File: src/rtl/store_align_unit_pkg.sv
// rtl/store_align_unit_pkg.sv - store types, FSM encodings and lane-mask helpers
package store_align_unit_pkg;

    localparam logic [1:0] ST_SB   = 2'b00;
    localparam logic [1:0] ST_SH   = 2'b01;
    localparam logic [1:0] ST_SW   = 2'b10;
    localparam logic [1:0] ST_RSVD = 2'b11;

    localparam logic [1:0] S_IDLE   = 2'b00;
    localparam logic [1:0] S_FIRST  = 2'b01;
    localparam logic [1:0] S_SECOND = 2'b10;

    // Byte-enable mask over two adjacent words: low nibble is the addressed word.
    function automatic logic [7:0] lane_mask8(input logic [1:0] st_type, input logic [1:0] off);
        logic [7:0] base;
        case (st_type)
            ST_SB:   base = 8'h01;
            ST_SH:   base = 8'h03;
            ST_SW:   base = 8'h0F;
            default: base = 8'h00;
        endcase
        return base << off;
    endfunction

    function automatic logic crosses_word(input logic [1:0] st_type, input logic [1:0] off);
        logic [7:0] m8;
        m8 = lane_mask8(st_type, off);
        return |m8[7:4];
    endfunction

endpackage

File: src/rtl/store_align_unit_if.sv
// rtl/store_align_unit_if.sv - request and memory-write handshake bundle
interface store_align_unit_if #(
    parameter int ADDR_W = 32
);
    logic              req_valid;
    logic              req_ready;
    logic [1:0]        req_type;
    logic [ADDR_W-1:0] req_addr;
    logic [31:0]       req_data;

    logic              mem_valid;
    logic              mem_ready;
    logic [ADDR_W-1:0] mem_addr;
    logic [31:0]       mem_wdata;
    logic [3:0]        mem_be;

    logic              misalign_err;

    modport master (
        output req_valid, req_type, req_addr, req_data, mem_ready,
        input  req_ready, mem_valid, mem_addr, mem_wdata, mem_be, misalign_err
    );

    modport slave (
        input  req_valid, req_type, req_addr, req_data, mem_ready,
        output req_ready, mem_valid, mem_addr, mem_wdata, mem_be, misalign_err
    );
endinterface

File: src/rtl/store_align_unit_lane_gen.sv
// rtl/store_align_unit_lane_gen.sv - byte enables and lane-shifted data for one write beat
module store_lane_gen
    import store_align_unit_pkg::*;
(
    input  logic [1:0]  st_type_i,
    input  logic [1:0]  off_i,
    input  logic [31:0] data_i,
    input  logic        second_i,
    output logic [3:0]  be_o,
    output logic [31:0] wdata_o
);
    logic [7:0] m8;
    logic [5:0] shamt;

    always_comb begin
        m8 = lane_mask8(st_type_i, off_i);
        if (second_i) begin
            // Spill-over bytes land in the low lanes of the next word.
            be_o    = m8[7:4];
            shamt   = 6'd32 - {1'b0, off_i, 3'b000};
            wdata_o = data_i >> shamt;
        end else begin
            be_o    = m8[3:0];
            shamt   = {1'b0, off_i, 3'b000};
            wdata_o = data_i << shamt;
        end
    end
endmodule

File: src/rtl/store_align_unit.sv
// rtl/store_align_unit.sv - store request to word-aligned memory writes; MISALIGN_SPLIT_EN enables split of crossing stores
module store_align_unit
    import store_align_unit_pkg::*;
#(
    parameter int ADDR_W = 32
) (
    input  logic               clk,
    input  logic               rst_n,
    store_align_unit_if.slave  bus
);
    logic [1:0]        state_q, state_d;
    logic [1:0]        type_q;
    logic [ADDR_W-1:0] addr_q;
    logic [31:0]       data_q;
    logic              err_q, err_d;

    logic              mem_valid, second, cross_q, cross_in, type_ok;
    logic              beat_done, last_beat, req_ready, accept, launch;
    logic [ADDR_W-1:0] word_addr, beat_addr;
    logic [3:0]        be_raw;
    logic [31:0]       wdata_raw;

    assign mem_valid = (state_q != S_IDLE);
    assign second    = (state_q == S_SECOND);
    assign word_addr = {addr_q[ADDR_W-1:2], 2'b00};
    assign beat_addr = second ? word_addr + ADDR_W'(4) : word_addr;

    store_lane_gen u_lane_gen (
        .st_type_i (type_q),
        .off_i     (addr_q[1:0]),
        .data_i    (data_q),
        .second_i  (second),
        .be_o      (be_raw),
        .wdata_o   (wdata_raw)
    );

    always_comb begin
        cross_q   = crosses_word(type_q, addr_q[1:0]);
        cross_in  = crosses_word(bus.req_type, bus.req_addr[1:0]);
        type_ok   = (bus.req_type != ST_RSVD);
        beat_done = mem_valid & bus.mem_ready;
        last_beat = beat_done & (second | !cross_q);
        req_ready = (state_q == S_IDLE) | last_beat;
        accept    = bus.req_valid & req_ready;
`ifdef MISALIGN_SPLIT_EN
        launch    = type_ok;
        err_d     = 1'b0;
`else
        launch    = type_ok & !cross_in;
        err_d     = accept & type_ok & cross_in;
`endif
        state_d = state_q;
        if (last_beat) begin
            state_d = S_IDLE;
        end
`ifdef MISALIGN_SPLIT_EN
        else if (beat_done) begin
            state_d = S_SECOND;
        end
`endif
        // A request taken on the final beat's edge starts its first beat immediately.
        if (accept) begin
            state_d = launch ? S_FIRST : S_IDLE;
        end
    end

    always_ff @(posedge clk or negedge rst_n) begin
        if (!rst_n) begin
            state_q <= S_IDLE;
            type_q  <= ST_SB;
            addr_q  <= '0;
            data_q  <= '0;
            err_q   <= 1'b0;
        end else begin
            state_q <= state_d;
            err_q   <= err_d;
            if (accept) begin
                type_q <= bus.req_type;
                addr_q <= bus.req_addr;
                data_q <= bus.req_data;
            end
        end
    end

    assign bus.req_ready    = req_ready;
    assign bus.mem_valid    = mem_valid;
    assign bus.mem_addr     = mem_valid ? beat_addr : '0;
    assign bus.mem_be       = mem_valid ? be_raw : 4'b0000;
    assign bus.mem_wdata    = mem_valid ? wdata_raw : 32'h0;
    assign bus.misalign_err = err_q;
endmodule

File: src/flat_wrapper.sv
// flat-port wrapper written by rule: the top's interface ports become plain ports
module store_align_unit_flat import store_align_unit_pkg::*;
#(
    parameter int ADDR_W = 32
)
  (clk, rst_n, bus_req_valid, bus_req_type, bus_req_addr, bus_req_data, bus_mem_ready, bus_req_ready, bus_mem_valid, bus_mem_addr, bus_mem_wdata, bus_mem_be, bus_misalign_err);
  store_align_unit_if #(.ADDR_W(ADDR_W)) bus_i ();
  input  logic clk;
  input  logic rst_n;
  input wire logic [$bits(bus_i.req_valid)-1:0] bus_req_valid;
  input wire logic [$bits(bus_i.req_type)-1:0] bus_req_type;
  input wire logic [$bits(bus_i.req_addr)-1:0] bus_req_addr;
  input wire logic [$bits(bus_i.req_data)-1:0] bus_req_data;
  input wire logic [$bits(bus_i.mem_ready)-1:0] bus_mem_ready;
  output wire logic [$bits(bus_i.req_ready)-1:0] bus_req_ready;
  output wire logic [$bits(bus_i.mem_valid)-1:0] bus_mem_valid;
  output wire logic [$bits(bus_i.mem_addr)-1:0] bus_mem_addr;
  output wire logic [$bits(bus_i.mem_wdata)-1:0] bus_mem_wdata;
  output wire logic [$bits(bus_i.mem_be)-1:0] bus_mem_be;
  output wire logic [$bits(bus_i.misalign_err)-1:0] bus_misalign_err;
  assign bus_i.req_valid = bus_req_valid;
  assign bus_i.req_type = bus_req_type;
  assign bus_i.req_addr = bus_req_addr;
  assign bus_i.req_data = bus_req_data;
  assign bus_i.mem_ready = bus_mem_ready;
  assign bus_req_ready = bus_i.req_ready;
  assign bus_mem_valid = bus_i.mem_valid;
  assign bus_mem_addr = bus_i.mem_addr;
  assign bus_mem_wdata = bus_i.mem_wdata;
  assign bus_mem_be = bus_i.mem_be;
  assign bus_misalign_err = bus_i.misalign_err;
  store_align_unit #(.ADDR_W(ADDR_W)) u_core (.clk(clk), .rst_n(rst_n), .bus(bus_i));
endmodule
File: config.mk
export PLATFORM = sky130hd
export DESIGN_NAME = store_align_unit_flat
export DESIGN_NICKNAME = d
export VERILOG_FILES = /design/src/rtl/store_align_unit_pkg.sv /design/src/rtl/store_align_unit_if.sv /design/src/rtl/store_align_unit_lane_gen.sv /design/src/rtl/store_align_unit.sv /design/src/flat_wrapper.sv
export SDC_FILE = /design/constraint.sdc
export NUM_CORES = 1
export LEC_CHECK = 0
export CAP_MARGIN = 10
export CORE_UTILIZATION = 45
export CTS_BUF_LIST = sky130_fd_sc_hd__clkbuf_16
export DETAILED_ROUTE_END_ITERATION = 10
export GPL_TIMING_DRIVEN = 0
export PLACE_DENSITY_LB_ADDON = 0.15
export RECOVER_POWER = 100
export SLEW_MARGIN = 15
export SYNTH_ARGS = -nofsm -noshare
export SYNTH_HDL_FRONTEND = slang
export SYNTH_HIERARCHICAL = 1
export SYNTH_SLANG_ARGS = --single-unit
File: constraint.sdc
create_clock -name clk -period 2.8 [get_ports clk]
set_clock_uncertainty 0.05 [all_clocks]
set_input_delay 0.56 -clock clk [delete_from_list [all_inputs] [get_ports clk]]
set_output_delay 0.56 -clock clk [all_outputs]
set_load 0.005 [all_outputs]
==> metrics.md <==
| Metric | Value |
|---|---|
| Final Hold Vio Count | `0` |
| Power Density | `1240 mW/mm^2` |
| RSZ-0062 raised after global routing | `yes` |
| DR WL/cell | `~18 um` |
| HP Class | `in -> async` |
| Total negative slack | `0 ns` |
| Initial core utilization | `0.473` |
| CP startpoint | `u_core/addr_q[0]` |
| Dpl hpwl | `8.88 mm` |
| Post-placement cell area | `0.00604 sq mm` |
| Max-cap viol count | `0` |
| Top delay family on crit path | `buffers and inverters` |
| Final Cycle Share | `0.982` |
| Crit-path slowest cell | `clkdlybuf4s50_1` |
| Clk_lat worst skew | `about 0.33 ns` |
| # DRC | `0` |
| Via density | `5.48` |
| Die Height | `101 um` |
| Nets | `645` |
| Design Area, Final | `0.00646 sq mm` |
| Max frequency | `0.364 GHz` |
| Final GP Congestion | `0.911` |
| Layout cells sized above 1 | `0.226` |
| Post-Synthesis Cells | `396` |
| Largest net degree at the start of global routing | `50` |
| DR vias | `roughly 3800` |
| Die area | `0.0103 sq mm` |
| Width of the die | `101 um` |
| Worst-path clk slew | `0.06 ns` |
| Initial antenna violation count | `0` |
| Max-slew headroom | `0.162` |
| Post-route ant nets | `0` |
| Outcome | `finished, final reports clean` |
| Crit path buffers/inverters | `3` |
| Reg2reg start | `u_core/type_q[0]` |
| Number of synthesized flops with an enable pin | `0` |
| Worst Setup Start Kind | `flop` |
| Post-synthesis register bit count | `68` |
| CTS tree | `done` |
| GRT Total Usage | `0.258` |
| Vias in the first global route | `3979` |
| Ys Warns | `6` |
| Synth Area per Inst | `11.2 sq um` |
| First DRT Iteration DRCs | `185` |
| CP required | `about 2.2 ns` |
| Final setup violation count | `0` |
| Diodes inserted | `0` |
| Crit Path Max Fanout | `10` |
| Crit path arrival time | `2.14 ns` |
| LEAKAGE | `3.02 nW` |
| Overflow after GRT | `0` |
| Core area | `about 0.0094 sq mm` |
| First-pass GRT wire length | `20.2 mm` |
| Max Slew Vio Count | `0` |
| Num CTS Buffers | `9` |
| CP Class | `reg -> out` |
| Worst-margin pin slew | `1.26 ns` |
| Clock Path Buffers | `2` |
| Syn Std Cell Area | `0.00445 sq mm` |
| TritonRoute pass-1 iters | `6` |
| CP Capture Type | `output pin` |
| P&R area growth vs syn | `45.0%` |
| Top Ports | `141` |
| Maximum vdd drop | `around 0.65 mV` |
| Slowest cell delay on critical path | `0.44 ns` |
| CP Cell Sequence | `buf_8 -> buf_8 -> mux2i_1 -> o22ai_1 -> a21o_1 -> and2_1 -> clkdlybuf4s50_1` |
| CTS sink count | `68` |
| Final wirelength | `roughly 13 mm` |
| Predominant post-synthesis flop cell | `dfrtp_1` |
| CTS Root Buffer Type | `clkbuf_16` |
| Seq/Total Area, Yosys | `0.382` |
| Row cnt | `35` |
| Fin crit period | `2.75 ns` |
| CP most frequent cell | `buf_8` |
| Cell variety after synth | `44` |
| Input/output buffers | `around 140` |
| Synth async-reset ratio | `1.00` |
| H-Tree Level Count | `3` |
## repair_timing
action / in CTS / in global routing
endpoints found under the setup margin: 62 / 39
resized for setup: 40 / 20
endpoints found under the hold margin: 0 / 0
pin swaps: 10 / 4
hold buffers: 0 / 0
buffers inserted: 12 / 4
## cell usage in the layout (no fill, tap or decap), drive strengths merged, types with 2 or more instances in the layout
master / count
nand4: 2
clkinv: 2
or3b: 2
a21o: 3
nand3b: 2
buf: 33
dfrtp: 68
dlygate4sd3: 3
ha: 9
a21boi: 3
dlygate4sd2: 20
a2bb2oi: 7
mux2: 64
clkbuf: 22
nand2: 16
mux2i: 25
clkinvlp: 3
o22ai: 4
nor2: 16
a211o: 5
conb: 5
bufinv: 2
nand2b: 8
clkdlybuf4s50: 113
a221o: 16
inv: 7
and2: 66
a21oi: 19
o21ai: 11
## layout make-up
| type | instances | area, sq um |
|---|---|---|
| Tap cell | 129 | 161 |
| Clock buffer | 9 | 225 |
| Buffer | 28 | 231 |
| Fill cell | 738 | 2960 |
| Sequential cell | 68 | 1700 |
| Inverter | 7 | 30.0 |
| Clock inverter | 7 | 92.6 |
| Multi-Input combinational cell | 297 | 2520 |
| Timing Repair Buffer | 155 | 1490 |
## synthesized netlist by cell type (2+ instances only)
cell	count	area share
o22ai_1	4	0.0056
and2_1	66	0.093
buf_4	2	0.0034
mux2_4	49	0.17
a221o_1	8	0.018
a211o_1	5	0.0098
nand2b_1	8	0.011
nor2_2	3	0.0042
nor2_1	13	0.011
buf_6	9	0.023
a21boi_0	2	0.0034
inv_1	7	0.0059
nand4_1	2	0.0028
a21o_1	3	0.0051
or3b_1	2	0.0039
a21oi_1	17	0.019
mux2i_1	25	0.056
ha_1	9	0.025
o21ai_0	11	0.012
nand2_1	16	0.013
buf_2	8	0.0090
mux2_2	15	0.038
a221o_2	8	0.020
clkbuf_1	9	0.0076
dfrtp_1	68	0.38
a2bb2oi_1	7	0.014
nand3b_1	2	0.0034
a21oi_4	2	0.0073
## stage by stage
stage	instances	utilization	power (mW)	setup slack, ns	hold slack (ns)
after floorplan	400	-	4.82	0.671	0.214
after global placement	667	0.639	6.54	-1.35	0.429
after detailed placement	668	0.641	6.64	-0.117	0.424
after CTS	696	0.688	7.97	0.000636	0.0649
after global routing	700	0.686	8.48	-0.0230	0.458
final	700	0.686	7.99	0.0490	0.371
## metal layers
metal / routed length [um] / track usage
met5: 0 / 0
met1: 5140 / 0.319
met2: 5950 / 0.416
met4: 283 / 0.0925
met3: 1330 / 0.0952
## sequential cells by signal (all words and copies together), names as in the netlist
| name | count |
|---|---|
| u_core/addr_q | 32 |
| u_core/data_q | 32 |
| u_core/bus.misalign_err | 1 |
| u_core/type_q | 2 |
| u_core/state_q | 1 |
## report_power, final
part	leakage (nW)	total (mW)	internal, mW	switching (mW)
registers	0.792	1.98	1.49	0.483
logic	2.08	4.80	2.81	2.00
clock network	0.153	1.21	0.776	0.432
total	3.02	7.99	5.07	2.91
## cell families (layout without fill, tap and decap cells)
group	after synthesis	in the layout	share of synthesized area
flip-flops	68	68	0.382
adder cells (fa/ha/maj)	9	9	0.0253
other	1	5	0.000842
buffers and inverters	35	206	0.0486
multiplexers	89	89	0.259
AND/OR/NAND/NOR	119	119	0.154
AO/OA/AOI/OAI	75	75	0.130
## worst paths after layout
path	depth (start not counted)	slack, ns	to
hold reg to reg	1	0.44	u_core/addr_q[18]
hold / removal	1	0.37	u_core/data_q[29]
max in group asynchronous	2	0.52	u_core/addr_q[3]
setup reg to reg	9	0.12	u_core/data_q[22]
min in group clk	1	0.44	u_core/addr_q[18]
setup / recovery	7	0.05	bus_mem_wdata[20]
Power figures use the tool's default switching activity.
==> RTL edit 1: new RTL, same settings <==
Build with the macro `MISALIGN_SPLIT_EN` defined.
--- a/src/rtl/store_align_unit.sv
+++ b/src/rtl/store_align_unit.sv
@@ -1,4 +1,6 @@
 // rtl/store_align_unit.sv - store request to word-aligned memory writes; MISALIGN_SPLIT_EN enables split of crossing stores
+`define MISALIGN_SPLIT_EN
+
 module store_align_unit
     import store_align_unit_pkg::*;
 #(
Formal check against the unedited RTL: not equivalent (a bounded check fails within 4 cycles, from zero or initial values and one cycle with rst_n low).
==> RTL edit 1 against the original RTL <==
  * The flow now finishes with violations (negative setup slack)
  * Die area up 9.4%
  * Maximum frequency down 12%
  * Routed wire length up 49%
  * Worst setup slack worse by 380 ps
  * Sequential cell count unchanged
  * Design area up 23%
  * Worst hold slack worse by 140 ps
  * Total power up 27%
  * Final cell count up 26%
  * Largest cell class unchanged
  * Combinational power up 37%
  * Area after synthesis up 9.6%
==> RTL edit 1: results (changes against the original RTL) <==
[run_status] status finished, violations left
[run_status] violated checks negative setup slack
[grt] first-pass GRT wire length 27000 microns [+33%]
[detailed_routing] wirelength, routed 18900 microns [+49%]
[setup_path] capturing instance or port of the critical path bus_mem_addr[27]
[setup_path] CP max stage cell sky130_fd_sc_hd__or4_4
[grt] Global Route met2 Usage 48.9% [+7.3 points]
[place] total half-perimeter wirelength after legalization and detailed placement 10900 microns [+22%]
[clock_network] quantity of gates resized following cts 338 [+750%]
[grt] met3 Usage GRT 5.09% [-4.4 points]
[detailed_routing] DR vias/cell 6.14 [+12%]
[grt] overall fraction of global-route tracks in use 30.7% [+4.8 points]
[place] area of placed instances 0.00646 sq mm [+6.9%]
[logic_synthesis] instance count of the mapped netlist 518 [+31%]
[setup_path] highest fanout seen on the critical path 4 [-6]
[setup_path] worst-case register-to-register setup slack 10 ps [-110 ps]
[place] Post-Place Worst Slack -724 ps [-608 ps]
[layout] largest registers u_core/addr_q x32, u_core/data_q x32
[place] placer congestion estimate 0.917 [+0.65%]
[logic_synthesis] proportion of synthesized chip area in sequential cells 34.9% [-3.3 points]
[logic_synthesis] count of unique library cells instantiated by Yosys 49 [+11%]
[setup_path] arrival time of data at the critical path endpoint 2520 ps [+380 ps]
[layout] layout cell share with drive strength beyond 1 48.3% [+26 points]
[pwr] worst ir drop on vdd 0.000628 V [-3.8%]
[sta] final-report setup violation count 59 [+59]
[setup_path] R2R Path End u_core/data_q[8]$_DFFE_PN0P_
[setup_path] cells on worst reg2reg path 7 [-2]
[sta] Sum Neg Setup Slack -8060 ps [-8060 ps]
[pwr] Static Leakage 3.36 nW [+11%]
[sta] headroom to the max-slew limit 4.38% [-12 points]
[detailed_routing] met3 wire len 1620 microns [+22%]
[detailed_routing] routed length on met1 7510 microns [+46%]
[grt] maximum number of pins on one net before global-route repair 57 [+14%]
[grt] via count of the first global-routing pass 5282 [+33%]
[layout] Final #Nets 815 [+26%]
[place] port bufs 137 [-0.72%]
[logic_synthesis] main area contributors after synthesis sky130_fd_sc_hd__dfrtp_1 (35%), sky130_fd_sc_hd__mux2_2 (15%), sky130_fd_sc_hd__nor2b_1 (4.9%)
[sta] Worst Setup Slack, final -329 ps [-378 ps]
-- RTL edit 1: logic make-up after synthesis --
logic type | synth area share [%]
AND/OR/NAND/NOR | 20.6
AO/OA/AOI/OAI | 17.3
adder cells (fa/ha/maj) | 1.79
other | 0.0768
buffers and inverters | 5.38
XOR/XNOR | 1.08
multiplexers | 18.9
flip-flops | 34.9
-- RTL edit 1: power breakdown --
part           switching [W]  internal [W]  total [W]
clock               0.000465      0.000786    0.00125
sequential          0.000790       0.00150    0.00229
combinational        0.00314       0.00345    0.00659
-- RTL edit 1: worst max-delay path, delay by kind of cell, from the launching register on --
kind	cells	cell delay, ps
DFF	1	390
and+or+nand+nor	3	1360
AOI/OAI and AO/OA	1	140
buffers and inverters	2	290
-- RTL edit 1: cell type report --
| type | instances | area, sq um |
|---|---|---|
| well taps | 136 | 170 |
| inverters | 13 | 58.8 |
| fillers | 705 | 2490 |
| repair buffers | 210 | 1800 |
| clock buffers | 9 | 225 |
| clock inverters | 7 | 97.6 |
| multi-input cells | 397 | 3520 |
| plain buffers | 39 | 340 |
| flip-flops and latches | 68 | 1710 |
-- RTL edit 1: worst min-delay path by stage --
stage | slack (ps) | end | cells past startpoint | startpoint
after CTS | 30 | u_core/data_q[5]$_DFFE_PN0P_ | 1 | rst_n
after detailed placement | 380 | u_core/data_q[5]$_DFFE_PN0P_ | 1 | rst_n
after floorplan | 210 | u_core/addr_q[0]$_DFFE_PN0P_ | 0 | rst_n
after global routing | 270 | u_core/data_q[5]$_DFFE_PN0P_ | 1 | rst_n
after global placement | 460 | u_core/addr_q[31]$_DFFE_PN0P_ | 1 | u_core/addr_q[31]$_DFFE_PN0P_
final | 230 | u_core/data_q[5]$_DFFE_PN0P_ | 1 | rst_n
==> RTL edit 2: new RTL, same flow settings <==
Made on the original files. Reset style: synchronous (`rst_n`), changed in one clocked block.
--- a/src/rtl/store_align_unit.sv
+++ b/src/rtl/store_align_unit.sv
@@ -64,7 +64,7 @@
         end
     end
 
-    always_ff @(posedge clk or negedge rst_n) begin
+    always_ff @(posedge clk) begin
         if (!rst_n) begin
             state_q <= S_IDLE;
             type_q  <= ST_SB;
Formal check against the unedited RTL: differs if rst_n is asserted again (counterexample within 4 cycles, from zero or initial values and one cycle with rst_n low); with rst_n held inactive, the same outputs for 10 cycles.
==> RTL edit 2 against the original RTL <==
  * Register-to-register slack improved by 50 ps
  * Critical path depth shrank 2
  * Core utilization barely moved
  * Area after synthesis is 1.9% lower
  * First-iteration DRC count up 28%
  * Worst setup slack lost 19 ps
  * Critical path type unchanged
  * Sequential cell count did not move
  * Highest routed layer unchanged
  * Routed wire length rose by 11%
  * Design area is 0.95% lower
  * Global-route usage rose by 3.2 points
Power is not compared: it rests on default switching activity, and its combinational part moved more than twofold at a synthesized area within 25%.
==> RTL edit 2: results (changes against the original RTL) <==
[run_status] status finished clean
[place] placer congestion estimate 0.893 [-1.9%]
[clock_network] maximum clock path buffer count 2 [unchanged]
[logic_synthesis] average footprint of a synthesized cell 8.11 sq um [-28%]
[sta] worst slew pin tran 762 ps [-494 ps]
[logic_synthesis] proportion of synthesized chip area in sequential cells 31.2% [-7.0 points]
[grt] antenna violations before repair 0 [unchanged]
[setup_path] worst-case register-to-register setup slack 170 ps [+50 ps]
[layout] layout cell share with drive strength beyond 1 9.22% [-13 points]
[setup_path] cells on worst reg2reg path 8 [-1]
[detailed_routing] post-DR wirelength/cell 17.0 microns [-6.5%]
[logic_synthesis] ys async rst share 0% [-100 points]
[detailed_routing] initial DRC count 236 [+28%]
[setup_path] R2R Path End u_core/data_q[26]$_SDFFE_PN0P_
[setup_path] arrival time of data at the critical path endpoint 2160 ps [+20 ps]
[grt] overall fraction of global-route tracks in use 29.0% [+3.2 points]
[clock_network] library cell used as clock root buffer sky130_fd_sc_hd__clkbuf_16
[setup_path] critical path startpoint u_core/addr_q[1]$_SDFFE_PN0P_
[worst_hold_path] Tightest Hold Check Type reg -> reg
[place] total half-perimeter wirelength after legalization and detailed placement 10400 microns [+17%]
[logic_synthesis] count of unique library cells instantiated by Yosys 40 [-9.1%]
[place] placed cell count 809 [+21%]
[setup_path] largest incremental delay on the critical path 510 ps [+70 ps]
[detailed_routing] DR vias/cell 5.31 [-3.1%]
[logic_synthesis] top cells by instance count after synthesis sky130_fd_sc_hd__nand2_1 (148), sky130_fd_sc_hd__mux2i_1 (90), sky130_fd_sc_hd__dfxtp_1 (68), sky130_fd_sc_hd__and2_1 (66), sky130_fd_sc_hd__clkbuf_1 (23)
[layout] post-layout instance count excluding filler cells 834 [+19%]
[layout] total of fill cells in the finished design 772 [+4.6%]
[grt] via count of the first global-routing pass 4435 [+11%]
[setup_path] CP max stage cell sky130_fd_sc_hd__clkdlybuf4s50_1
[setup_path] capturing instance or port of the critical path bus_mem_wdata[10]
[place] port bufs 137 [-0.72%]
[place] area of placed instances 0.00592 sq mm [-2.0%]
[logic_synthesis] main area contributors after synthesis sky130_fd_sc_hd__dfxtp_1 (31%), sky130_fd_sc_hd__mux2i_1 (21%), sky130_fd_sc_hd__nand2_1 (13%)
[logic_synthesis] dominant synthesized flop cell sky130_fd_sc_hd__dfxtp_1
[grt] maximum number of pins on one net before global-route repair 13 [-74%]
[setup_path] reg-to-reg startpoint u_core/type_q[0]$_SDFFE_PN0P_
[layout] Final #Nets 780 [+21%]
[worst_hold_path] startpoint of the most critical hold path u_core/addr_q[8]$_SDFFE_PN0P_
-- RTL edit 2: stage by stage --
step                      worst slack (ps)  hold WS (ps)  power [W]
after floorplan                        706           383    0.00159
after global placement               -30.3           390    0.00187
after detailed placement             -28.5           399    0.00189
after CTS                             2.64           406    0.00321
after global routing                 -1.03           432    0.00335
final                                 30.4           401    0.00322
-- RTL edit 2: what timing repair did --
action | 4_1_cts | 5_1_grt
setup buffers | 3 | 6
cloned | 1 | 0
pin swaps | 4 | 6
endpoints found under the setup margin | 38 | 18
resized for setup | 23 | 16
-- RTL edit 2: logic make-up (layout without fill, tap and decap cells) --
group           Yosys count  count (layout)  share of synthesized area, %
compound gates           73              74                          12.9
fa+ha+maj                 9               9                          2.58
buf+inv                  49             210                          5.96
flops                    68              68                          31.2
mux                      90              90                          20.6
other cells               1               5                        0.0858
simple gates            249             249                          26.7
-- RTL edit 2: report_power, final --
group / switching [W] / internal [W]
sequential: 0.0000929 / 0.00106
clock: 0.000433 / 0.000866
combinational: 0.000376 / 0.000394
total: 0.000901 / 0.00232
-- RTL edit 2: critical path: cells and delay by family, from the launching register on --
family,cells,cell delay [ps]
buf+inv,2,750
compound gates,1,290
simple gates,2,430
flops,1,360
-- RTL edit 2: layout make-up --
cell class,instances,share of cell area [%]
Timing Repair Buffer,146,22.6
Clock buffer,9,3.52
Sequential cell,68,21.4
Buffer,43,4.05
Tap cell,129,2.52
Multi-Input combinational cell,427,43.8
Inverter,6,0.352
Clock inverter,6,1.78
-- RTL edit 2: routing by layer --
layer | routed length [microns] | part of all wire (%) | GRT usage (%)
met5 | 0 | 0 | 0
met3 | 1110 | 7.8 | 6.80
met2 | 6690 | 47 | 49.8
met1 | 6030 | 43 | 35.3
met4 | 321 | 2.3 | 10.9
